===== src/rtl/arch_dump_pkg.sv =====
// Shared types and defaults for the architectural-state dumper: FSM states,
// stream word kinds and the packed word carried through the output buffer.
package arch_dump_pkg;

  typedef enum logic [1:0] {
    IDLE  = 2'd0,
    REGS  = 2'd1,
    MEM   = 2'd2,
    DRAIN = 2'd3
  } dump_state_e;

  localparam logic KIND_REG = 1'b0;
  localparam logic KIND_MEM = 1'b1;

  localparam int          DEF_NUM_REGS  = 32;
  localparam logic [31:0] DEF_MEM_BASE  = 32'h0000_4000;
  localparam int          DEF_MEM_WORDS = 4;

  localparam int WORD_W = 34;

  typedef struct packed {
    logic [31:0] data;
    logic        kind;
    logic        last;
  } dump_word_t;

endpackage


===== src/rtl/dump_skid_buffer.sv =====
// Two-entry valid/ready buffer; slot0 is always the head and drives the output.
// Accepts a push while full if the head leaves in the same cycle.
module dump_skid_buffer #(
  parameter int W = 34
) (
  input  logic         clk,
  input  logic         rst_n,
  input  logic         in_valid,
  output logic         in_ready,
  input  logic [W-1:0] in_data,
  output logic         out_valid,
  input  logic         out_ready,
  output logic [W-1:0] out_data,
  output logic [1:0]   count
);

  logic [W-1:0] slot0_q, slot1_q;
  logic [1:0]   count_q;
  logic         push, pop;

  assign out_valid = (count_q != 2'd0);
  assign pop       = out_valid && out_ready;
  assign in_ready  = (count_q != 2'd2) || pop;
  assign push      = in_valid && in_ready;
  assign out_data  = slot0_q;
  assign count     = count_q;

  // NOTE: the storage slots are reset too, because slot0 is the visible stream
  // word and must read as zero straight out of reset.
  always_ff @(posedge clk or negedge rst_n) begin
    if (!rst_n) begin
      slot0_q <= '0;
      slot1_q <= '0;
      count_q <= 2'd0;
    end else begin
      case ({push, pop})
        2'b10: begin
          if (count_q == 2'd0) slot0_q <= in_data;
          else                 slot1_q <= in_data;
          count_q <= count_q + 2'd1;
        end
        2'b01: begin
          slot0_q <= slot1_q;
          count_q <= count_q - 2'd1;
        end
        2'b11: begin
          if (count_q == 2'd1) begin
            slot0_q <= in_data;
          end else begin
            slot0_q <= slot1_q;
            slot1_q <= in_data;
          end
        end
        default: ;
      endcase
    end
  end

endmodule


===== src/rtl/arch_state_dumper.sv =====
// Streams all register-file words, then a window of data-memory words, out as a
// valid/ready word stream once the processor has halted.
module arch_state_dumper
  import arch_dump_pkg::*;
#(
  parameter int          NUM_REGS  = DEF_NUM_REGS,
  parameter logic [31:0] MEM_BASE  = DEF_MEM_BASE,
  parameter int          MEM_WORDS = DEF_MEM_WORDS
) (
  input  logic        clk,
  input  logic        reset,
  input  logic        start,
  output logic        busy,
  output logic        done,
  output logic [4:0]  rf_raddr,
  input  logic [31:0] rf_rdata,
  output logic        mem_ren,
  output logic [31:0] mem_raddr,
  input  logic [31:0] mem_rdata,
  output logic        out_valid,
  input  logic        out_ready,
  output logic [31:0] out_data,
  output logic        out_kind,
  output logic        out_last
);

  localparam int RCW = $clog2(NUM_REGS + 1);
  localparam int MCW = $clog2(MEM_WORDS + 1);
  localparam logic [RCW-1:0] REG_END  = RCW'(NUM_REGS);
  localparam logic [MCW-1:0] MEM_LAST = MCW'(MEM_WORDS - 1);

  dump_state_e    state_q, state_d;
  logic [RCW-1:0] reg_cnt_q, reg_cnt_d;
  logic [MCW-1:0] mem_cnt_q, mem_cnt_d;
  logic           inflight_q, inflight_last_q;
  logic           done_q, done_d;

  dump_word_t in_word, head_word;
  logic       in_valid, in_ready, buf_valid;
  logic [1:0] buf_count;
  logic       accept, reg_req, push, pop, issue;
  logic [2:0] occ_next;

  assign accept   = (state_q == IDLE) && start && !done_q;
  assign reg_req  = accept || ((state_q == REGS) && (reg_cnt_q != REG_END));
  assign pop      = buf_valid && out_ready;
  assign in_valid = reg_req || inflight_q;
  assign push     = in_valid && in_ready;
  // Occupancy after this edge; a read may issue only if its word will fit.
  assign occ_next = 3'(buf_count) + 3'(push) - 3'(pop);

  assign rf_raddr  = ((state_q == REGS) && (reg_cnt_q != REG_END)) ? 5'(reg_cnt_q) : 5'd0;
  assign mem_ren   = issue;
  assign mem_raddr = issue ? (MEM_BASE + 32'(mem_cnt_q)) : 32'd0;

  // Reads only issue after the last register word is queued, so a returning
  // memory word and a register word never compete for the buffer.
  always_comb begin
    in_word = '0;
    if (inflight_q) begin
      in_word.data = mem_rdata;
      in_word.kind = KIND_MEM;
      in_word.last = inflight_last_q;
    end else begin
      in_word.data = rf_rdata;
      in_word.kind = KIND_REG;
      in_word.last = 1'b0;
    end
  end

  // NOTE: every signal written here gets a default first, so no path can leave
  // one unassigned and infer a latch.
  always_comb begin
    state_d   = state_q;
    reg_cnt_d = reg_cnt_q;
    mem_cnt_d = mem_cnt_q;
    done_d    = 1'b0;
    issue     = 1'b0;
    case (state_q)
      IDLE: begin
        if (accept) begin
          state_d   = REGS;
          reg_cnt_d = RCW'(1);
          mem_cnt_d = '0;
        end
      end
      REGS: begin
        if (push && (reg_cnt_q != REG_END)) reg_cnt_d = reg_cnt_q + RCW'(1);
        if (reg_cnt_d == REG_END) begin
          issue   = (occ_next < 3'd2);
          state_d = MEM;
        end
      end
      MEM:   issue = (occ_next < 3'd2);
      DRAIN: begin
        if (occ_next == 3'd0) begin
          state_d = IDLE;
          done_d  = 1'b1;
        end
      end
      default: state_d = IDLE;
    endcase
    if (issue) begin
      mem_cnt_d = mem_cnt_q + MCW'(1);
      if (mem_cnt_q == MEM_LAST) state_d = DRAIN;
    end
  end

  // NOTE: sequential state uses non-blocking assignments so every register
  // samples the pre-edge values regardless of statement order.
  always_ff @(posedge clk or negedge reset) begin
    if (!reset) begin
      state_q         <= IDLE;
      reg_cnt_q       <= '0;
      mem_cnt_q       <= '0;
      inflight_q      <= 1'b0;
      inflight_last_q <= 1'b0;
      done_q          <= 1'b0;
    end else begin
      state_q         <= state_d;
      reg_cnt_q       <= reg_cnt_d;
      mem_cnt_q       <= mem_cnt_d;
      inflight_q      <= issue;
      inflight_last_q <= issue && (mem_cnt_q == MEM_LAST);
      done_q          <= done_d;
    end
  end

  dump_skid_buffer #(.W(WORD_W)) u_buf (
    .clk      (clk),
    .rst_n    (reset),
    .in_valid (in_valid),
    .in_ready (in_ready),
    .in_data  (in_word),
    .out_valid(buf_valid),
    .out_ready(out_ready),
    .out_data (head_word),
    .count    (buf_count)
  );

  assign busy      = (state_q != IDLE);
  assign done      = done_q;
  assign out_valid = buf_valid;
  assign out_data  = head_word.data;
  assign out_kind  = head_word.kind;
  assign out_last  = head_word.last;

endmodule

===== config.mk =====
export PLATFORM = sky130hd
export DESIGN_NAME = arch_state_dumper
export DESIGN_NICKNAME = d
export VERILOG_FILES = /design/src/rtl/arch_dump_pkg.sv /design/src/rtl/dump_skid_buffer.sv /design/src/rtl/arch_state_dumper.sv
export SDC_FILE = /design/constraint.sdc
export NUM_CORES = 1
export LEC_CHECK = 0
export ABC_AREA = 1
export BUFFER_PORTS_ARGS = -buffer_cell sky130_fd_sc_hd__buf_2
export CAP_MARGIN = 30
export CORE_MARGIN = 2
export CORE_UTILIZATION = 56
export DETAILED_ROUTE_END_ITERATION = 16
export PLACE_DENSITY = 0.95
export SETUP_SLACK_MARGIN = 0.3
export SYNTH_ARGS = -nofsm -noshare
export SYNTH_HDL_FRONTEND = slang
export SYNTH_SLANG_ARGS = --single-unit
export TNS_END_PERCENT = 10

===== constraint.sdc =====
create_clock -name clk -period 8.9 [get_ports clk]
set_input_delay 2.225 -clock clk [delete_from_list [all_inputs] [get_ports clk]]
set_output_delay 2.225 -clock clk [all_outputs]
set_load 0.05 [all_outputs]

==> impl_metrics.yaml <==
clock_network:
  numClockSinks: 84
  cts_buffers: 9
  cts_root_buf: "clkbuf_8"
  path_clk_slew_ps: 90
  htreeDepth: 3
  cts_resized: 0
  hold_buffers: 0
  post-cts-setup-buffers: 0
  clock_latency_ps: 360
  cts_tree: "done"
  ctsLongestPathBuffers: 2
floorplanning:
  ios: 143
  num_rows: 33
  die_h_um: 95.0
  fp.dieArea_um2: 9020
  design.core.area_um2: 8130
  floorplan.initialDensity_pct: 57.0
  fp.dieW_um: 95.0
routing:
  wl_per_cell_um: 13.7
  ant_nets: 0
  drc: 0
  vias_per_cell: 5.22
  drt_iter0_drc: 136
  via_count: 3912
  wirelength_mm: 10.2
  dr.pass1.iters: 4
cells_and_area:
  num_antenna_cells: 0
  drive_gt1_share_pct: 24.4
  finalNetCount: 722
  fill_cells: 634
  ff_latch_area_um2: 2100
  final_cells: 749
  syn_to_final_growth_pct: 16.1
  multiInputGateArea_um2: 2150
sta:
  fin_hold_ws_ps: 493
  grt_setup_unrepaired: "no"
  setup_viol: 0
  period_needed_ps: 6970
  tns_ps: 0
  hold_viol: 0
  report.final.slew_viol_count: 0
  layout_setup_ws_ps: 1930
  post-route-period-util_pct: 78.3
  worstMarginPinSlew_ps: 752
  fmax_mhz: 143
  maxSlewHeadroom_pct: 49.7
  clock_skew_ps: 14.5
placed_design:
  hpwl_mm: 7.49
  place_congestion: 0.908
  io_buffers: 114
  place_inst: 732
  place_ws_ps: 1950
synthesis:
  yosysUniqueCellTypes: 33
  synth_most_common_cell: "dfrtp_1"
  synth-edff-count: 0
  syn_area_per_cell_um2: 8.60
  synth_ff_type: "dfrtp_1"
  ys_async_sr_fraction_pct: 100
  synth_common_cells: "dfrtp_1 (84), nor2_1 (79), o21ai_0 (71)"
  synthTopCellsByArea: "dfrtp_1 (45%), o21ai_0 (7.7%), mux2i_1 (6.9%), nor2_1 (6.4%), nand2_1 (5.7%)"
  synth_top_cell_area_share_pct: 45.4
  yosys_warnings: 0
  netlist_area_um2: 4630
  ys_seq_area_share_pct: 45.4
  yosys.area.top_type: "dfrtp_1"
  netlist_instances: 539
  synth.ff_latch_count: 84
critical_path:
  crit_cells: 15
  critical_path.slowest_cell: "fa_1"
  path_delay_family: "simple AND/OR/NAND/NOR gates"
  worstSetupPathType: "primary input to output port"
  worstPathArrival_ps: 4750
  cp_cell_sequence: "buf_2, nand2_1, nor2_1, nor2_1, nand2_4, nand2_1, inv_1, ha_1, inv_1, fa_1, nand3_1, nor2_1, nand3_1, inv_1, buf_2"
  crit_buf_inv: 5
  critPathCaptureType: "output port"
  cp.required_ps: 6680
  cpPeakStageDelay_ps: 480
  cp-start-kind: "primary input"
  reg2reg_depth: 15
  critPathMaxFanout: 12
power_and_ir_drop:
  clkPwrFrac_pct: 12.3
  swShare_pct: 53.2
  p_int_mw: 1.06
  power_frac_comb_pct: 58.0
  p_sw_mw: 1.20
  power_density_nw_per_um2: 420
  p_leak_nw: 2.66
  ir_worst_vdd_uv: 245
  seq_power_share_pct: 29.7
global_routing:
  grt_pass1_wl_mm: 16.1
  first_global_vias: 3639
  globalRoute.totalOverflow: 0
  grt_util_all_layers_pct: 22.9
  grt_max_degree: 56
  antenna_found_initial: 0
hold_path:
  min_path_type: "register to register"
  hold_depth: 2
job:
  drv_cap: 0
status:
  outcome: "finished clean"
kinds of logic after synthesis:
family / after synthesis / synth area share (%)
mux: 32 / 6.91
flops: 84 / 45.4
buf+inv: 92 / 10.7
other cells: 1 / 0.0809
xor+xnor: 2 / 0.378
compound gates: 120 / 13.5
fa+ha+maj: 15 / 4.21
simple gates: 193 / 18.8
cell usage in the layout (no fill, tap or decap), types with 2 or more instances in the layout:
master / instances
a21oi_1: 36
buf_16: 2
buf_2: 113
buf_4: 3
clkbuf_8: 9
clkinvlp_4: 2
conb_1: 28
dfrtp_1: 83
ha_1: 14
inv_1: 34
inv_6: 3
mux2i_1: 32
nand2_1: 69
nand2_2: 6
nand2_4: 4
nand3_1: 19
nand4_1: 7
nor2_1: 79
nor2_4: 3
o21ai_0: 71
o21ai_1: 6
o22ai_1: 2
or2_2: 2
xor2_1: 2
per-stage QoR:
stage,area [µm²],utilization [%],power (mW)
after global routing,5380,66.1,2.44
final,5380,66.1,2.26
after floorplan,4730,-,1.70
after global placement,5100,62.7,1.89
after CTS,5360,65.9,2.26
after detailed placement,5150,63.4,1.98
tightest hold or removal path: cells and delay by family, from the launching register on:
family | cells | cell delay [ps]
flops | 1 | 350
simple gates | 1 | 50
compound gates | 1 | 60
power by group through the flow:
stage	logic, mW	registers [mW]	clock network (mW)
floorplan	0.775	0.927	0
global placement	1.21	0.677	0
detailed placement	1.29	0.691	0
CTS	1.30	0.683	0.285
global route	1.45	0.689	0.299
finish	1.31	0.670	0.279
layer usage:
| metal | part of all wire [%] | track usage [%] | wire, µm |
|---|---|---|---|
| met4 | 2.2 | 8.94 | 227 |
| met5 | 0 | 0 | 0 |
| met1 | 41 | 27.0 | 4210 |
| met2 | 51 | 40.1 | 5210 |
| met3 | 5.8 | 5.59 | 597 |
layout make-up:
cell class	instances	share of cell area (%)
Multi-Input combinational cell	390	39.9
Sequential cell	84	39.1
Timing Repair Buffer	119	12.3
Inverter	35	2.44
Tap cell	105	2.44
Clock buffer	9	2.30
Clock inverter	7	1.49
sequential cells by signal, indices dropped and copies added, names as in the netlist:
name	cells
done	1
inflight_last_q	1
inflight_q	1
mem_cnt_q	3
reg_cnt_q	6
state_q	2
u_buf.count	2
u_buf.out_data	34
u_buf.slot1_q	34
path summary, 6_finish.rpt:
path / start / endpoint / slack [ps]
setup / recovery: start / mem_raddr[0] / 1930
hold / removal: u_buf.slot1_q[5] / u_buf.slot1_q[5] / 490
setup reg to reg: state_q[0] / state_q[1] / 5640
hold reg to reg: u_buf.slot1_q[5] / u_buf.slot1_q[5] / 490
max in group asynchronous: reset / u_buf.out_data[8] / 6510
min in group asynchronous: reset / u_buf.slot1_q[30] / 1800
Note: power is estimated with default switching activity, not from simulation.
